## src/rtl/stage_wb_pkg.sv

```systemverilog
// Shared pipeline constants: control opcodes, write-back FSM encoding and the $zero register index.
package stage_wb_pkg;

  localparam logic [5:0] OpRType = 6'b000000;
  localparam logic [5:0] OpLw    = 6'b100011;
  localparam logic [5:0] OpSw    = 6'b101011;
  localparam logic [5:0] OpBeq   = 6'b000100;
  localparam logic [5:0] OpAddi  = 6'b001000;

  localparam logic [1:0] StRun   = 2'd0;
  localparam logic [1:0] StDrain = 2'd1;
  localparam logic [1:0] StHalt  = 2'd2;

  localparam logic [4:0] REG_ZERO = 5'd0;

endpackage

```

## src/rtl/wb_pipe_reg.sv

```systemverilog
// MEM/WB pipeline register: loads on handshake, drops valid on any edge without one.
module wb_pipe_reg #(
  parameter int unsigned DataWidth = 32
) (
  input  logic                 clk_i,
  input  logic                 rst_ni,
  input  logic                 load_i,
  input  logic                 clear_i,
  input  logic                 reg_write_i,
  input  logic [4:0]           write_reg_i,
  input  logic [DataWidth-1:0] data_i,
  output logic                 valid_o,
  output logic                 reg_write_o,
  output logic [4:0]           write_reg_o,
  output logic [DataWidth-1:0] data_o
);

  logic                 valid_d, valid_q;
  logic                 reg_write_d, reg_write_q;
  logic [4:0]           write_reg_d, write_reg_q;
  logic [DataWidth-1:0] data_d, data_q;

  always_comb begin
    valid_d     = valid_q;
    reg_write_d = reg_write_q;
    write_reg_d = write_reg_q;
    data_d      = data_q;
    if (load_i) begin
      valid_d     = 1'b1;
      reg_write_d = reg_write_i;
      write_reg_d = write_reg_i;
      data_d      = data_i;
    end else if (clear_i) begin
      valid_d = 1'b0;
    end
  end

  always_ff @(posedge clk_i or negedge rst_ni) begin
    if (!rst_ni) begin
      valid_q     <= 1'b0;
      reg_write_q <= 1'b0;
      write_reg_q <= '0;
      data_q      <= '0;
    end else begin
      valid_q     <= valid_d;
      reg_write_q <= reg_write_d;
      write_reg_q <= write_reg_d;
      data_q      <= data_d;
    end
  end

  assign valid_o     = valid_q;
  assign reg_write_o = reg_write_q;
  assign write_reg_o = write_reg_q;
  assign data_o      = data_q;

endmodule

```

## src/rtl/stage_wb.sv

```systemverilog
// Write-back stage: MEM/WB capture, register-file write gating, retirement counter and halt FSM.
module stage_wb
  import stage_wb_pkg::*;
#(
  parameter int unsigned DATA_WIDTH   = 32,
  parameter int unsigned RETIRE_LIMIT = 15
) (
  input  logic                  clk,
  input  logic                  rst_n,
  input  logic                  in_valid,
  output logic                  in_ready,
  input  logic                  in_reg_write,
  input  logic                  in_mem_to_reg,
  input  logic [DATA_WIDTH-1:0] in_alu_result,
  input  logic [DATA_WIDTH-1:0] in_mem_data,
  input  logic [4:0]            in_write_reg,
  output logic                  wb_we,
  output logic [4:0]            wb_addr,
  output logic [DATA_WIDTH-1:0] wb_data,
  output logic [31:0]           retired_count,
  output logic                  halted
);

  localparam logic [31:0] Limit = 32'(RETIRE_LIMIT);

  logic [1:0]            state_d, state_q;
  logic [31:0]           retired_count_d, retired_count_q;
  logic                  handshake;
  logic                  last_accept;
  logic [DATA_WIDTH-1:0] sel_data;
  logic                  valid_q;
  logic                  reg_write_q;
  logic [4:0]            write_reg_q;
  logic [DATA_WIDTH-1:0] data_q;

  assign in_ready  = (state_q == StRun);
  assign halted    = (state_q == StHalt);
  assign handshake = in_valid & in_ready;
  assign sel_data  = in_mem_to_reg ? in_mem_data : in_alu_result;

  wb_pipe_reg #(
    .DataWidth (DATA_WIDTH)
  ) u_wb_pipe_reg (
    .clk_i       (clk),
    .rst_ni      (rst_n),
    .load_i      (handshake),
    .clear_i     (~handshake),
    .reg_write_i (in_reg_write),
    .write_reg_i (in_write_reg),
    .data_i      (sel_data),
    .valid_o     (valid_q),
    .reg_write_o (reg_write_q),
    .write_reg_o (write_reg_q),
    .data_o      (data_q)
  );

  // At most one entry is in flight, so accepted = retired + in-flight.
  assign last_accept = (retired_count_q + {31'b0, valid_q} + 32'd1) == Limit;

  always_comb begin
    retired_count_d = retired_count_q;
    if (valid_q && (retired_count_q != Limit)) begin
      retired_count_d = retired_count_q + 32'd1;
    end
  end

  always_comb begin
    state_d = state_q;
    case (state_q)
      StRun:   if (handshake && last_accept) state_d = StDrain;
      StDrain: state_d = StHalt;
      StHalt:  state_d = StHalt;
      default: state_d = StRun;
    endcase
  end

  always_ff @(posedge clk or negedge rst_n) begin
    if (!rst_n) begin
      state_q         <= StRun;
      retired_count_q <= '0;
    end else begin
      state_q         <= state_d;
      retired_count_q <= retired_count_d;
    end
  end

  assign wb_we         = valid_q & reg_write_q & (write_reg_q != REG_ZERO);
  assign wb_addr       = write_reg_q;
  assign wb_data       = data_q;
  assign retired_count = retired_count_q;

endmodule

```

## config.mk

```make
export PLATFORM = sky130hd
export DESIGN_NAME = stage_wb
export DESIGN_NICKNAME = d
export VERILOG_FILES = /design/src/rtl/stage_wb_pkg.sv /design/src/rtl/wb_pipe_reg.sv /design/src/rtl/stage_wb.sv
export SDC_FILE = /design/constraint.sdc
export NUM_CORES = 1
export LEC_CHECK = 0
export ABC_AREA = 1
export CAP_MARGIN = 40
export CORE_MARGIN = 4
export CORE_UTILIZATION = 25
export CTS_CLUSTER_DIAMETER = 50
export CTS_CLUSTER_SIZE = 12
export DETAILED_ROUTE_END_ITERATION = 8
export SLEW_MARGIN = 25
export SYNTH_ARGS = -nofsm -noshare
export SYNTH_HDL_FRONTEND = slang
export SYNTH_HIERARCHICAL = 1
export SYNTH_SLANG_ARGS = --single-unit
```

## constraint.sdc

```tcl
create_clock -name clk -period 3.1 [get_ports clk]
set_input_delay 0.31 -clock clk [delete_from_list [all_inputs] [get_ports clk]]
set_output_delay 0.31 -clock clk [all_outputs]
set_load 0.01 [all_outputs]
```

==> summary.txt, run 1 <==
Power and ir drop
  – Clock power frac: about half
  – Gate power share: 7.4%
  – Pwr Density: 315.9 mW/mm2
  – Leakage Power: between 3 and 4 nW
  – Switching Power: slightly below 500 uW
  – Sw Share: between 20% and 30%
  – Peak VDD IR: 0.2340 mV
  – Sequential Power Share: a little over two fifths
  – Int Power: 1.684 mW
  – Power Total: approximately 2.2 mW

Timing
  – Hold Fails Final Rpt: 0
  – Post-layout min period: 2.467 ns
  – Worst slew margin: approximately 54%
  – Fin Setup TNS: 0 ns
  – Worst Max-Slew Pin Slew: 0.6851 ns
  – Fmax achieved: a little over 400 MHz
  – Setup violators final: 0
  – RSZ-0062 raised after global routing: no
  – Period utilisation layout: between 70 and 80%
  – Final worst setup slack: ~0.63 ns
  – Worst hold slack: ~0.47 ns
  – Layout Skew: between 0.009 and 0.01 ns
  – Final number of max-transition violations: 0

Layout
  – Most common library cell in the layout ignoring fill and taps: nand2_1
  – Design area: ~0.0069 mm2
  – Area grow syn2layout: 40.88%
  – Ant. Diodes: 0
  – Nets: between 900 and 1000
  – Final std cells w/o fill: ~1100
  – Final Util: between 30% and 40%
  – Layout cells sized above 1: a little under a tenth
  – Commonest non-fill, non-tap cells in the layout: 301 x nand2_1, 144 x clkdlybuf4s50_1, 73 x dfrtp_1

CTS
  – Reg clk slew, reported paths: roughly 0.060 ns
  – Latest clock arrival within the worst-skew pair: roughly 0.34 ns
  – Sink Count: 73
  – CTS tree: yes
  – H-tree levels: 3
  – CTS buffer count: 9
  – Post-cts sizing count: 0
  – CTS max path bufs: 2
  – Clk root buf: clkbuf_16
  – Setup repair bufs after CTS: 0

Floorplan
  – Core Box Area: around 0.019 mm2
  – Die ar.: 0.02178 mm2
  – Die X: approximately 150 um
  – Io pins: 146
  – Starting Density: between 20% and 30%
  – DIE HEIGHT: about 150 um
  – Row count: 50

Routing
  – DRC Markers: 0
  – Starting DRC count in detailed routing: between 300 and 400
  – Drt total wl: ~16 mm
  – Post-route ant nets: 0
  – Wirelength per Cell: 14.58 um
  – Drt pass-1 iters: 5
  – Vias: a little under 5000
  – Vias per std cell: ~4.4

Synthesis
  – Seq cells post-synth: 73
  – YS warnings: 6
  – Post-synthesis sequential area ratio: 37.51%
  – Distinct cells, synth: 29
  – Gate Count Post-Synth: 690
  – Synth Cell Area: about 0.0049 mm2
  – Post-Syn Nets: roughly 770
  – Avg Cell Area, Syn: 7.057 um2

Setup path
  – Flop-to-flop setup slack: roughly 0.63 ns
  – CP Capture Type: flip-flop
  – CP Max Fanout: 6
  – RR Startpoint: retired_count[0]
  – Reg2Reg Depth: 17
  – Startpoint types: flip-flop
  – CP arrival: ~2.7 ns
  – Data required, critical path: approximately 3.3 ns
  – Setup CP Type: reg2reg
  – FF-to-FF End: state_q[1]

Placement
  – Dpl cell area: roughly 0.0066 mm2
  – Port bufs: between 100 and 150
  – Placer congestion estimate: approximately 0.97
  – Detailed Place HPWL: ~12 mm
  – Pre-CTS setup slack: ~0.65 ns
  – Inst Count DP: 1079

Worst hold path
  – Hold endpoint: u_wb_pipe_reg/data_o[16]
  – Worst Hold Path Cells: 2
  – HP Class: reg2reg
  – Worst Hold Launch: u_wb_pipe_reg/data_o[16]

Global routing
  – GRT overflow: 0
  – GRT Total Usage: between 10% and 20%
  – Vias in the first global route: around 4700
  – Largest net degree at the start of global routing: 46
  – Initial antenna violation count: 0
  – Global-route wire length before repair: ~26 mm

Flow run
  – Max cap viols: 0

Outcome
  – Run status: finished clean
==> power groups by stage <==
| stage | Clock, mW | Sequential (mW) | Combinational [mW] |
|---|---|---|---|
| 4_1_cts | 1.09 | 0.952 | 0.164 |
| 6_report | 1.05 | 0.953 | 0.161 |
| 3_3_place_gp | 0 | 0.970 | 0.163 |
| 2_1_floorplan | 0 | 0.971 | 0.0423 |
| 5_1_grt | 1.13 | 0.952 | 0.173 |
| 3_5_place_dp | 0 | 0.970 | 0.162 |
==> kinds of logic (layout without fill, tap and decap cells) <==
group	Yosys count	after routing	share of synthesized area, %
mux	32	32	7.400
xor+xnor	31	31	5.576
simple gates	437	437	37.82
buf+inv	77	222	6.731
flops	73	73	37.51
fa+ha+maj	5	5	1.285
compound gates	35	35	3.674
==> worst max path at each step <==
stage                                            start          to  slack, ns  depth (start not counted)
after global placement                retired_count[0]  state_q[1]       0.72                         17
final                                 retired_count[0]  state_q[1]       0.63                         17
after detailed placement              retired_count[0]  state_q[1]       0.65                         17
after CTS                 u_wb_pipe_reg/write_reg_o[3]       wb_we       0.49                          4
after global routing      u_wb_pipe_reg/write_reg_o[3]       wb_we       0.39                          4
after floorplan                       retired_count[0]  state_q[1]       0.85                         17
==> registers in the layout, summed over array words and instances, names as in the netlist <==
register                   flops
retired_count                 32
state_q                        2
u_wb_pipe_reg/write_reg_o      5
u_wb_pipe_reg/data_o          32
u_wb_pipe_reg/valid_o          1
u_wb_pipe_reg/reg_write_o      1
==> timing repair <==
action | CTS | global route
endpoints found under the hold margin | 9 | 0
hold buffers | 1 | 0
endpoints found under the setup margin | 0 | 0
==> final cells by class <==
type                    count  area (um2)
multi-input cells         540        2715
fillers                  2029       12100
inverters                  56       210.2
repair buffers            151        1496
clock buffers              10       229.0
clock inverters             5       57.56
flip-flops and latches     73        1827
well taps                 260       325.3
==> critical path: stages (launching register included) <==
cell and delay [ns]:
dfrtp_1 0.38, inv_1 0.12, ha_1 0.31, inv_1 0.08, ha_1 0.19, nand2_2 0.09
nor2_4 0.17, nand2_4 0.11, nor2_1 0.16, nand2_1 0.07, nand2_1 0.06, nand2_1 0.05
nor2_1 0.12, nand2_1 0.08, nor2_2 0.09, nand3_2 0.12, nand3_1 0.09, nand2_1 0.05
==> synthesized netlist by cell type <==
master / number / area (um2)
nand2_1: 301 / 1130
dfrtp_1: 73 / 1827
nor2_1: 72 / 270.3
inv_1: 54 / 202.7
o21ai_0: 33 / 165.2
mux2_2: 32 / 360.4
xor2_1: 28 / 245.2
nand3_1: 22 / 110.1
nor2_4: 9 / 101.4
nor3_1: 7 / 35.03
buf_2: 6 / 30.03
clkbuf_1: 6 / 22.52
nand2_2: 6 / 37.54
nor4_1: 6 / 37.54
ha_1: 5 / 62.56
nand4_1: 5 / 31.28
buf_1: 3 / 11.26
buf_6: 3 / 33.78
nand2_4: 3 / 33.78
nor2_2: 3 / 18.77
xnor2_1: 3 / 26.28
buf_4: 2 / 15.01
inv_2: 2 / 7.510
a21oi_1: 1 / 5.000
clkbuf_2: 1 / 5.000
nand3_2: 1 / 10.01
nor2_8: 1 / 20.02
o311ai_0: 1 / 8.760
or3_1: 1 / 6.260
==> per-layer routing <==
metal | GRT usage (%) | part of all wire (%)
met1 | 19.54 | 44
met2 | 22.02 | 42
met3 | 5.886 | 12
met4 | 5.266 | 2.0
met5 | 0 | 0
No activity file was read; power rests on OpenSTA's default activity.
==> run 2, diff against run 1 <==
- clock period: 3.1 -> 2 ns (I/O delays scaled with it)
==> run 2 against run 1 <==
Against the previous run: the flow now finishes with violations (negative setup slack); non-clock buffer count rose by 79; via count rose by 6.7%; sequential cell count did not move; critical path type unchanged; largest cell class unchanged.
==> summary.txt, run 2 (synthesized netlist as in run 1, its figures left out) <==
Timing
  – RSZ-0062 raised after global routing: yes
  – Layout Skew: 0.009370 ns (+0.0001718 ns)
  – Worst Max-Slew Pin Slew: 0.6580 ns (-0.02712 ns)
  – Fmax achieved: 478.8 MHz (+18%)
  – Final worst setup slack: -0.08866 ns (-0.7215 ns)
  – Hold Fails Final Rpt: 0 (unchanged)
  – Worst slew margin: 56.07% (+1.8 points)
  – Period utilisation layout: 104.4% (+25 points)
  – Final number of max-transition violations: 0 (unchanged)
  – Setup violators final: 2 (+2)
  – Post-layout min period: 2.089 ns (-0.3785 ns)

CTS
  – Latest clock arrival within the worst-skew pair: 0.34 ns (about the same)
  – Reg clk slew, reported paths: 0.06 ns (about the same)
  – CTS buffer count: 9 (unchanged)
  – Sink Count: 73 (unchanged)
  – H-tree levels: 3 (unchanged)
  – CTS max path bufs: 2 (unchanged)
  – CTS tree: yes
  – Clk root buf: clkbuf_16

Layout
  – Most common library cell in the layout ignoring fill and taps: nand2_1
  – Design area: 0.007605 mm2 (+11%)
  – Nets: 989 (+8.7%)
  – Layout cells sized above 1: 19.23% (+10 points)
  – Final Util: 40.12% (+3.9 points)
  – Filler Cell Count: 1973 (-2.8%)
  – Area grow syn2layout: 56.17%
  – Commonest non-fill, non-tap cells in the layout: 299 x nand2_1, 143 x clkdlybuf4s50_1, 79 x buf_4

Routing
  – Drt total wl: 16.56 mm (+3.7%)
  – Wirelength per Cell: 14.08 um (-3.4%)
  – Vias: 5134 (+6.7%)
  – DRC Markers: 0 (unchanged)
  – Starting DRC count in detailed routing: 227 (-25%)
  – Post-route ant nets: 0 (unchanged)
  – Vias per std cell: 4.366 (-0.64%)
  – Drt pass-1 iters: 4 (-1)

Power and ir drop
  – Pwr Density: 444.2 mW/mm2 (+41%)
  – Peak VDD IR: 0.3447 mV (+47%)
  – Power Total: 3.378 mW (+56%)
  – Leakage Power: 3.554 nW (+14%)

Flow run
  – Max cap viols: 0 (unchanged)

Setup path
  – Setup CP Type: reg2reg
  – Slowest CP cell: dfrtp_1
  – CP peak stage delay: 0.35 ns (-0.03 ns)
  – Data required, critical path: 2.27 ns (-1.06 ns)
  – CP Capture Type: flip-flop
  – Startpoint types: flip-flop
  – Worst-path cell chain: inv_2 -> ha_4 -> inv_2 -> ha_4 -> nand2_4 -> nor2_4 -> nand2_4 -> nor2_4 -> nand2_1 -> nand2_1 -> nand2_1 -> nor2_1 -> nand2_1 -> nor2_2 -> nand3_2 -> buf_4 -> nand2_1
  – Most frequent CP cell: nand2_1
  – CP arrival: 2.36 ns (-0.34 ns)
  – Buf/Inv on CP: 3 (+1)
  – CP Max Fanout: 6 (unchanged)
  – Delay-heaviest family, CP: simple AND/OR/NAND/NOR gates

Worst hold path
  – HP Class: in2async

Floorplan
  – Die X: 147.6 um (unchanged)
  – Die ar.: 0.02178 mm2 (unchanged)
  – Row count: 50 (unchanged)
  – Io pins: 146 (unchanged)
  – DIE HEIGHT: 147.6 um (unchanged)
  – Core Box Area: 0.01896 mm2 (unchanged)
  – Starting Density: 25.69% (unchanged)

Placement
  – Placer congestion estimate: 0.8792 (-9.0%)
  – Detailed Place HPWL: 13.31 mm (+8.2%)
  – Port bufs: 145 (unchanged)
  – Dpl cell area: 0.007172 mm2 (+9.3%)

Global routing
  – Largest net degree at the start of global routing: 40 (-13%)
  – Vias in the first global route: 4973 (+6.6%)
  – GRT overflow: 0 (unchanged)
  – Global-route wire length before repair: 25.82 mm (+1.2%)
  – Initial antenna violation count: 1 (+1)
  – GRT Total Usage: 15.02% (+0.19 points)

Outcome
  – Run status: finished, violations left
  – Failing checks: negative setup slack
==> run 2: worst paths after layout <==
path	start	cells after the start	slack, ns	end
max	retired_count[0]	17	-0.09	state_q[0]
max in group asynchronous	rst_n	3	1.00	u_wb_pipe_reg/data_o[22]
min in group clk	in_write_reg[4]	3	0.40	u_wb_pipe_reg/write_reg_o[4]
min reg2reg	u_wb_pipe_reg/data_o[1]	2	0.47	u_wb_pipe_reg/data_o[1]
min	rst_n	2	0.37	retired_count[26]
max reg2reg	retired_count[0]	17	-0.09	state_q[0]
==> run 2: power by group <==
part | switching [mW] | internal [mW]
combinational | 0.0766 | 0.177
clock | 0.676 | 0.972
sequential | 0 | 1.48
==> run 2: worst register-to-register path, cell delays in order (launching register included) <==
cell and delay (ns):
dfrtp_1 0.35, inv_2 0.05, ha_4 0.18, inv_2 0.06, ha_4 0.14, nand2_4 0.05
nor2_4 0.15, nand2_4 0.12, nor2_4 0.16, nand2_1 0.07, nand2_1 0.06, nand2_1 0.04
nor2_1 0.08, nand2_1 0.07, nor2_2 0.11, nand3_2 0.12, buf_4 0.16, nand2_1 0.05
==> run 2: area by class of cell <==
class                   instances  area, um2  area share [%]
flip-flops and latches         73       1828           24.04
multi-input cells             540       2793           36.72
well taps                     260      325.3           4.278
repair buffers                230       2147           28.23
clock buffers                  10      229.0           3.011
inverters                      56      215.2           2.830
clock inverters                 6      65.06          0.8555
diodes                          1      2.502         0.03291
==> run 2: metal layers <==
layer / track usage (%) / share of wire, %
met1: 19.04 / 44
met2: 24.18 / 45
met3: 5.365 / 10
met4: 4.287 / 0.90
met5: 0 / 0
==> run 2: repair_timing <==
| item | CTS | global route |
|---|---|---|
| gates cloned | 0 | 0 |
| hold buffers | 1 | 0 |
| endpoints found under the setup margin | 11 | 28 |
| gates resized for setup | 4 | 21 |
| endpoints found under the hold margin | 35 | 0 |
| pin swaps | 5 | 1 |
| setup buffers | 2 | 5 |
==> run 2: through the flow <==
step | hold slack [ns] | worst slack, ns | instances | TNS, ns
6_report | 0.3696 | -0.08866 | 1176 | -0.1577
5_1_grt | 0.3994 | -0.2871 | 1175 | -0.5760
4_1_cts | 0.3861 | -0.1083 | 1170 | -0.1281
3_5_place_dp | 0.2176 | -0.1561 | 1151 | -0.2142
3_3_place_gp | 0.2100 | -0.1142 | 1151 | -0.1262
2_1_floorplan | -0.09559 | -0.05916 | 690 | -0.05916
